$ cat config.mk
export PLATFORM = sky130hd
export DESIGN_NAME = cfg_sync_bank
export DESIGN_NICKNAME = d
export VERILOG_FILES = /design/src/rtl/cfg_sync_bank.sv
export SDC_FILE = /design/constraint.sdc
export NUM_CORES = 1
export LEC_CHECK = 0
export ABC_AREA = 1
export BUFFER_PORTS_ARGS = -buffer_cell sky130_fd_sc_hd__buf_4
export CORE_ASPECT_RATIO = 0.8
export CORE_UTILIZATION = 30
export DETAILED_ROUTE_END_ITERATION = 10
export PLACE_DENSITY_LB_ADDON = 0.25
export SYNTH_ARGS = -nofsm -noshare
export SYNTH_HDL_FRONTEND = slang
export SYNTH_SLANG_ARGS = --single-unit
$ cat constraint.sdc
create_clock -name i_pktctrl_clk -period 1.9 [get_ports i_pktctrl_clk]
set_clock_uncertainty 0.15 [all_clocks]
set_input_delay 0.38 -clock i_pktctrl_clk [delete_from_list [all_inputs] [get_ports i_pktctrl_clk]]
set_output_delay 0.38 -clock i_pktctrl_clk [all_outputs]
set_load 0.01 [all_outputs]
$ cat src/rtl/cfg_sync_bank.sv
// Purpose  : receive-side synchronizer bank: level bits, toggle events to pulses, stability-qualified config bus.
// Latency  : lvl SYNC_STAGES edges; tgl pulse SYNC_STAGES+1 edges; bus SYNC_STAGES+STABLE_CYCLES+2 edges.
// Backpres.: none; i_bus_hold freezes o_bus_out while qualification keeps tracking the input.
//
// Ports:
//   i_pktctrl_clk   clock for the whole block
//   i_pktctrl_rstn  synchronous active-low reset
//   i_lvl_in        asynchronous level bits        -> o_lvl_sync   synchronized levels
//   i_tgl_in        asynchronous toggle bits       -> o_tgl_pulse  one-cycle event pulses
//   i_bus_in        asynchronous config bus        -> o_bus_out    qualified bus value
//   i_bus_hold      synchronous freeze of o_bus_out
//   o_bus_upd       high in the cycle o_bus_out first shows a new value
//   o_bus_busy      candidate differs from o_bus_out
module cfg_sync_bank #(
    parameter int                   NUM_LVL       = 4,
    parameter int                   NUM_TGL       = 3,
    parameter int                   BUS_WIDTH     = 16,
    parameter int                   SYNC_STAGES   = 2,
    parameter int                   STABLE_CYCLES = 4,
    parameter logic [BUS_WIDTH-1:0] INIT_VALUE    = '0
) (
    input  logic                 i_pktctrl_clk,
    input  logic                 i_pktctrl_rstn,
    input  logic [NUM_LVL-1:0]   i_lvl_in,
    input  logic [NUM_TGL-1:0]   i_tgl_in,
    input  logic [BUS_WIDTH-1:0] i_bus_in,
    input  logic                 i_bus_hold,
    output logic [NUM_LVL-1:0]   o_lvl_sync,
    output logic [NUM_TGL-1:0]   o_tgl_pulse,
    output logic [BUS_WIDTH-1:0] o_bus_out,
    output logic                 o_bus_upd,
    output logic                 o_bus_busy
);

    localparam logic [2:0] ARM_MAX    = 3'(SYNC_STAGES + 1);
    localparam logic [7:0] STABLE_MAX = 8'(STABLE_CYCLES);

    // Synchronizer chains: index 0 is the first flop, SYNC_STAGES-1 the last.
    logic [SYNC_STAGES-1:0][NUM_LVL-1:0]   r_lvl_chain;
    logic [SYNC_STAGES-1:0][NUM_TGL-1:0]   r_tgl_chain;
    logic [SYNC_STAGES-1:0][BUS_WIDTH-1:0] r_bus_chain;

    logic [NUM_TGL-1:0]   r_tgl_ref;
    logic [NUM_TGL-1:0]   r_tgl_pulse;
    logic [2:0]           r_arm_cnt;

    logic [BUS_WIDTH-1:0] r_cand;
    logic [7:0]           r_cnt;
    logic [BUS_WIDTH-1:0] r_bus_out;
    logic                 r_bus_upd;

    logic [NUM_TGL-1:0]   w_tgl_s;
    logic [BUS_WIDTH-1:0] w_s_bus;
    logic                 w_armed;
    logic                 w_upd;

    assign w_tgl_s = r_tgl_chain[SYNC_STAGES-1];
    assign w_s_bus = r_bus_chain[SYNC_STAGES-1];
    assign w_armed = (r_arm_cnt == ARM_MAX);

    // Update only once the candidate has been stable long enough, actually
    // differs from what is already published, and nobody is holding the bus.
    assign w_upd = (r_cnt == STABLE_MAX) && (r_cand != r_bus_out) && !i_bus_hold;

    // ---------------------------------------------------------------- levels
    always_ff @(posedge i_pktctrl_clk) begin
        if (!i_pktctrl_rstn) begin
            r_lvl_chain <= '0;
        end else begin
            r_lvl_chain <= {r_lvl_chain[SYNC_STAGES-2:0], i_lvl_in};
        end
    end

    // --------------------------------------------------------------- toggles
    // The reference register loads every cycle, including before arming, so
    // differences seen while the chains fill up after reset are absorbed.
    always_ff @(posedge i_pktctrl_clk) begin
        if (!i_pktctrl_rstn) begin
            r_tgl_chain <= '0;
            r_tgl_ref   <= '0;
            r_tgl_pulse <= '0;
            r_arm_cnt   <= '0;
        end else begin
            r_tgl_chain <= {r_tgl_chain[SYNC_STAGES-2:0], i_tgl_in};
            r_tgl_ref   <= w_tgl_s;
            r_tgl_pulse <= {NUM_TGL{w_armed}} & (w_tgl_s ^ r_tgl_ref);
            if (!w_armed) begin
                r_arm_cnt <= r_arm_cnt + 3'd1;
            end
        end
    end

    // ------------------------------------------------------------------- bus
    // A change of the synchronized bus restarts qualification; the update
    // decision in the same cycle still uses the old candidate.
    always_ff @(posedge i_pktctrl_clk) begin
        if (!i_pktctrl_rstn) begin
            r_bus_chain <= '0;
            r_cand      <= INIT_VALUE;
            r_cnt       <= '0;
            r_bus_out   <= INIT_VALUE;
            r_bus_upd   <= 1'b0;
        end else begin
            r_bus_chain <= {r_bus_chain[SYNC_STAGES-2:0], i_bus_in};
            if (w_s_bus != r_cand) begin
                r_cand <= w_s_bus;
                r_cnt  <= '0;
            end else if (r_cnt < STABLE_MAX) begin
                r_cnt <= r_cnt + 8'd1;
            end
            if (w_upd) begin
                r_bus_out <= r_cand;
            end
            r_bus_upd <= w_upd;
        end
    end

    assign o_lvl_sync  = r_lvl_chain[SYNC_STAGES-1];
    assign o_tgl_pulse = r_tgl_pulse;
    assign o_bus_out   = r_bus_out;
    assign o_bus_upd   = r_bus_upd;
    assign o_bus_busy  = (r_cand != r_bus_out);

endmodule

==> impl_metrics.csv <==
group,metric,value,unit
final_layout,nFillCells,1206,
logic_synthesis,ys_types,21,
logic_synthesis,syn_area,3623,um2
global_routing,grt_overflow,0,
placement,dp.cells,664,
setup_path,max_stage_delay,0.38,ns
timing,tightest_slew,0.3326,ns
logic_synthesis,yosys.area.top_type_share,53.04,%
global_routing,grt_pass1_vias,2510,
floorplan,start_util,31.11,%
setup_path,crit_start,"r_cand[8]",
power,switching_share,24.24,%
power,p_seq_share,51.3,%
logic_synthesis,seq_area_frac_synth,53.04,%
placement,placed_area,4106,um2
logic_synthesis,ys_seq_elements,96,
timing,hold_violations,0,
timing,hold-worst-slack,0.06264,ns
logic_synthesis,synth_area_per_cell,7.533,um2
power,pwr-share-clk,41.6,%
clock_tree,clk_pin_slew,0.07,ns
clock_tree,clock-sinks,96,
setup_path,endpoint_kind,"output port",
setup_path,path_class,"flop to output port",
logic_synthesis,yosys-top-cells-count,"nand2_1 (139), inv_1 (106), dfxtp_1 (96)",
status,outcome,"finished, violations left",
placement,io_buffers,50,
setup_path,worst_path_max_delay_cell,"dfxtp_1",
detailed_routing,vias_per_cell,3.899,
global_routing,antenna_found_initial,0,
global_routing,grt_usage,11.67,%
detailed_routing,dr_total_vias,2714,
floorplan,die-area,12530,um2
final_layout,area_growth,26.52,%
global_routing,grt_pass1_wl,11460,um
timing,rsz0062_at_grt,"true",
timing,fmax,0.5367,GHz
status,violations,"DRC",
setup_path,crit_chain,"inv_2 > nand2_1 > nand2_1 > nor2_1 > nand2_1 > nor2_2 > nand2_2 > buf_6",
placement,gp_congestion,0.8124,
detailed_routing,drc,2,
clock_tree,clock_path_buffers,2,
final_layout,final_cells,696,
power,irDropWorstVdd,0.0004364,V
logic_synthesis,yosysWarnings,0,
floorplan,rows,35,
setup_path,cp.buffers_inverters,2,
power,p_int,3.130,mW
placement,hpwl,4558,um
timing,relSlewSlack,77.83,%
clock_tree,numCtsBuffers,9,
detailed_routing,drt_iter0_drc,130,
final_layout,stdcell_area,4584,um2
detailed_routing,dr.pass1.iters,7,
floorplan,die_w,124.9,um
floorplan,core_area,11650,um2
power,leakagePower,2.429,nW
clock_tree,cts_tree,"built",
power,p_sw,1.001,mW
logic_synthesis,syn_nets,511,
detailed_routing,drt_wl_total,6625,um
final_layout,diodes,0,
logic_synthesis,async_flop_share,0,%
worst_hold_path,hold_depth,3,
timing,slew_viol_final,0,
setup_path,r2r_slack,0.15,ns
setup_path,cpMostUsedCell,"nand2_1",
power,power,4.132,mW
detailed_routing,detail-route-antenna-nets,0,
clock_tree,htreeDepth,3,
logic_synthesis,synth_most_common_cell,"nand2_1",
setup_path,crit_fanout,3,
global_routing,grt_start_max_net_pins,34,
final_layout,num-nets-final,573,
logic_synthesis,syn-instance-count,481,
timing,setup_tns,0,ns
clock_tree,worstSkewPairLatency,0.34,ns
setup_path,r2r_end,"o_bus_out[14]",
logic_synthesis,ys.flop_type,"dfxtp_1",
setup_path,endpoint,"o_bus_busy",
setup_path,timing.rr.start,"r_cand[14]",
timing,setup_violations,0,
logic_synthesis,synthTopCellsByArea,"dfxtp_1 (53%), nand2_1 (14%), inv_1 (11%)",
timing,period_share,98.07,%
setup_path,cp.arrival,1.33,ns
detailed_routing,wl_per_cell,9.519,um
setup_path,required,1.37,ns
clock_tree,cts_root_buffer,"clkbuf_16",
setup_path,ff2ff_path_depth,12,
power,power_density,901.3,nW/um2
logic_synthesis,yosysTopAreaCell,"dfxtp_1",
logic_synthesis,synth_edf_count,0,
setup_path,critical_path_depth,8,
floorplan,die_h,100.3,um
floorplan,ios,51,
timing,layout_min_cycle_time,1.863,ns
power,p_comb_share,7.1,%
worst_hold_path,hp-class,"primary input to flop",
setup_path,crit_path_start_kind,"flop",
job,cap_violations,0,
setup_path,crit_family,"simple AND/OR/NAND/NOR gates",
final_layout,layout-drive-gt1-share,23.91,%
[through the flow]
stage / worst slack, ns / utilization [%]
after floorplan: 0.3216 / -
after global placement: 0.2827 / 35.25
after detailed placement: 0.2140 / 35.25
after CTS: -0.01247 / 38.88
after global routing: -0.08606 / 39.36
final: 0.03670 / 39.36
[final cells by class]
class	count	area [um2]	share of cell area [%]
Clock inverter	7	65.06	1.419
Timing Repair Buffer	71	549.3	11.98
Inverter	109	409.1	8.925
Clock buffer	9	225.2	4.913
Multi-Input combinational cell	256	1189	25.93
Tap cell	148	185.2	4.039
Sequential cell	96	1962	42.79
[timing repair]
item / in CTS / in global routing
hold buffers: 0 / 0
pin swaps: 4 / 5
gates resized for setup: 22 / 19
hold endpoints to repair: 0 / 0
endpoints found under the setup margin: 1 / 17
setup buffers: 14 / 3
[sequential cells by signal, indices dropped and copies added, names as in the netlist]
signal       flops
o_bus_out       16
o_bus_upd        1
o_lvl_sync       4
o_tgl_pulse      3
r_arm_cnt        3
r_bus_chain     16
r_cand          16
r_cnt            8
r_lvl_chain      4
r_tgl_chain      3
r_tgl_ref        3
w_s_bus         16
w_tgl_s          3
[worst min-delay path, delay by kind of cell]
family / cells / cell delay (ns)
and+or+nand+nor: 1 / 0.04
buffers and inverters: 2 / 0.11
[cell usage in the layout, fill, tap and decap left out, drive strengths merged]
cell,n
nand2,140
and3,1
a21oi,23
xnor2,14
buf,71
nor2,42
nand3,20
xor2,2
clkbuf,9
o21ai,3
clkinv,5
nand4,3
inv,111
dfxtp,96
or2,1
o21a,3
ha,4
[per-layer routing]
layer	vias to the layer above	wire, um	global-route usage (%)
met2	57	2673	17.85
met3	7	368	3.945
met4	0	74	4.597
met5	-	0	0
li1	1514	-	-
met1	1136	3508	15.21
[worst min-delay path by stage]
stage                   startpoint              to
floorplan           r_lvl_chain[0]   o_lvl_sync[0]
global placement    r_tgl_chain[2]      w_tgl_s[2]
detailed placement  r_tgl_chain[2]      w_tgl_s[2]
CTS                    i_tgl_in[1]  r_tgl_chain[1]
global route           i_bus_in[8]  r_bus_chain[8]
finish                 i_tgl_in[1]  r_tgl_chain[1]
[cell families (layout without fill, tap and decap cells)]
| group | after synthesis | count (layout) | share of synthesized area (%) |
|---|---|---|---|
| AO/OA/AOI/OAI | 29 | 29 | 4.213 |
| XOR/XNOR | 16 | 16 | 3.868 |
| adder cells (fa/ha/maj) | 4 | 4 | 1.381 |
| buffers and inverters | 129 | 196 | 14.81 |
| flip-flops | 96 | 96 | 53.04 |
| AND/OR/NAND/NOR | 207 | 207 | 22.69 |
[power groups by stage]
stage	Combinational (mW)	Sequential, mW	Clock [mW]
6_report	0.294	2.12	1.72
5_1_grt	0.338	2.13	1.86
4_1_cts	0.291	2.12	1.78
3_5_place_dp	0.274	2.17	0
3_3_place_gp	0.264	2.17	0
2_1_floorplan	0.202	2.16	0
Power figures use the tool's default switching activity.
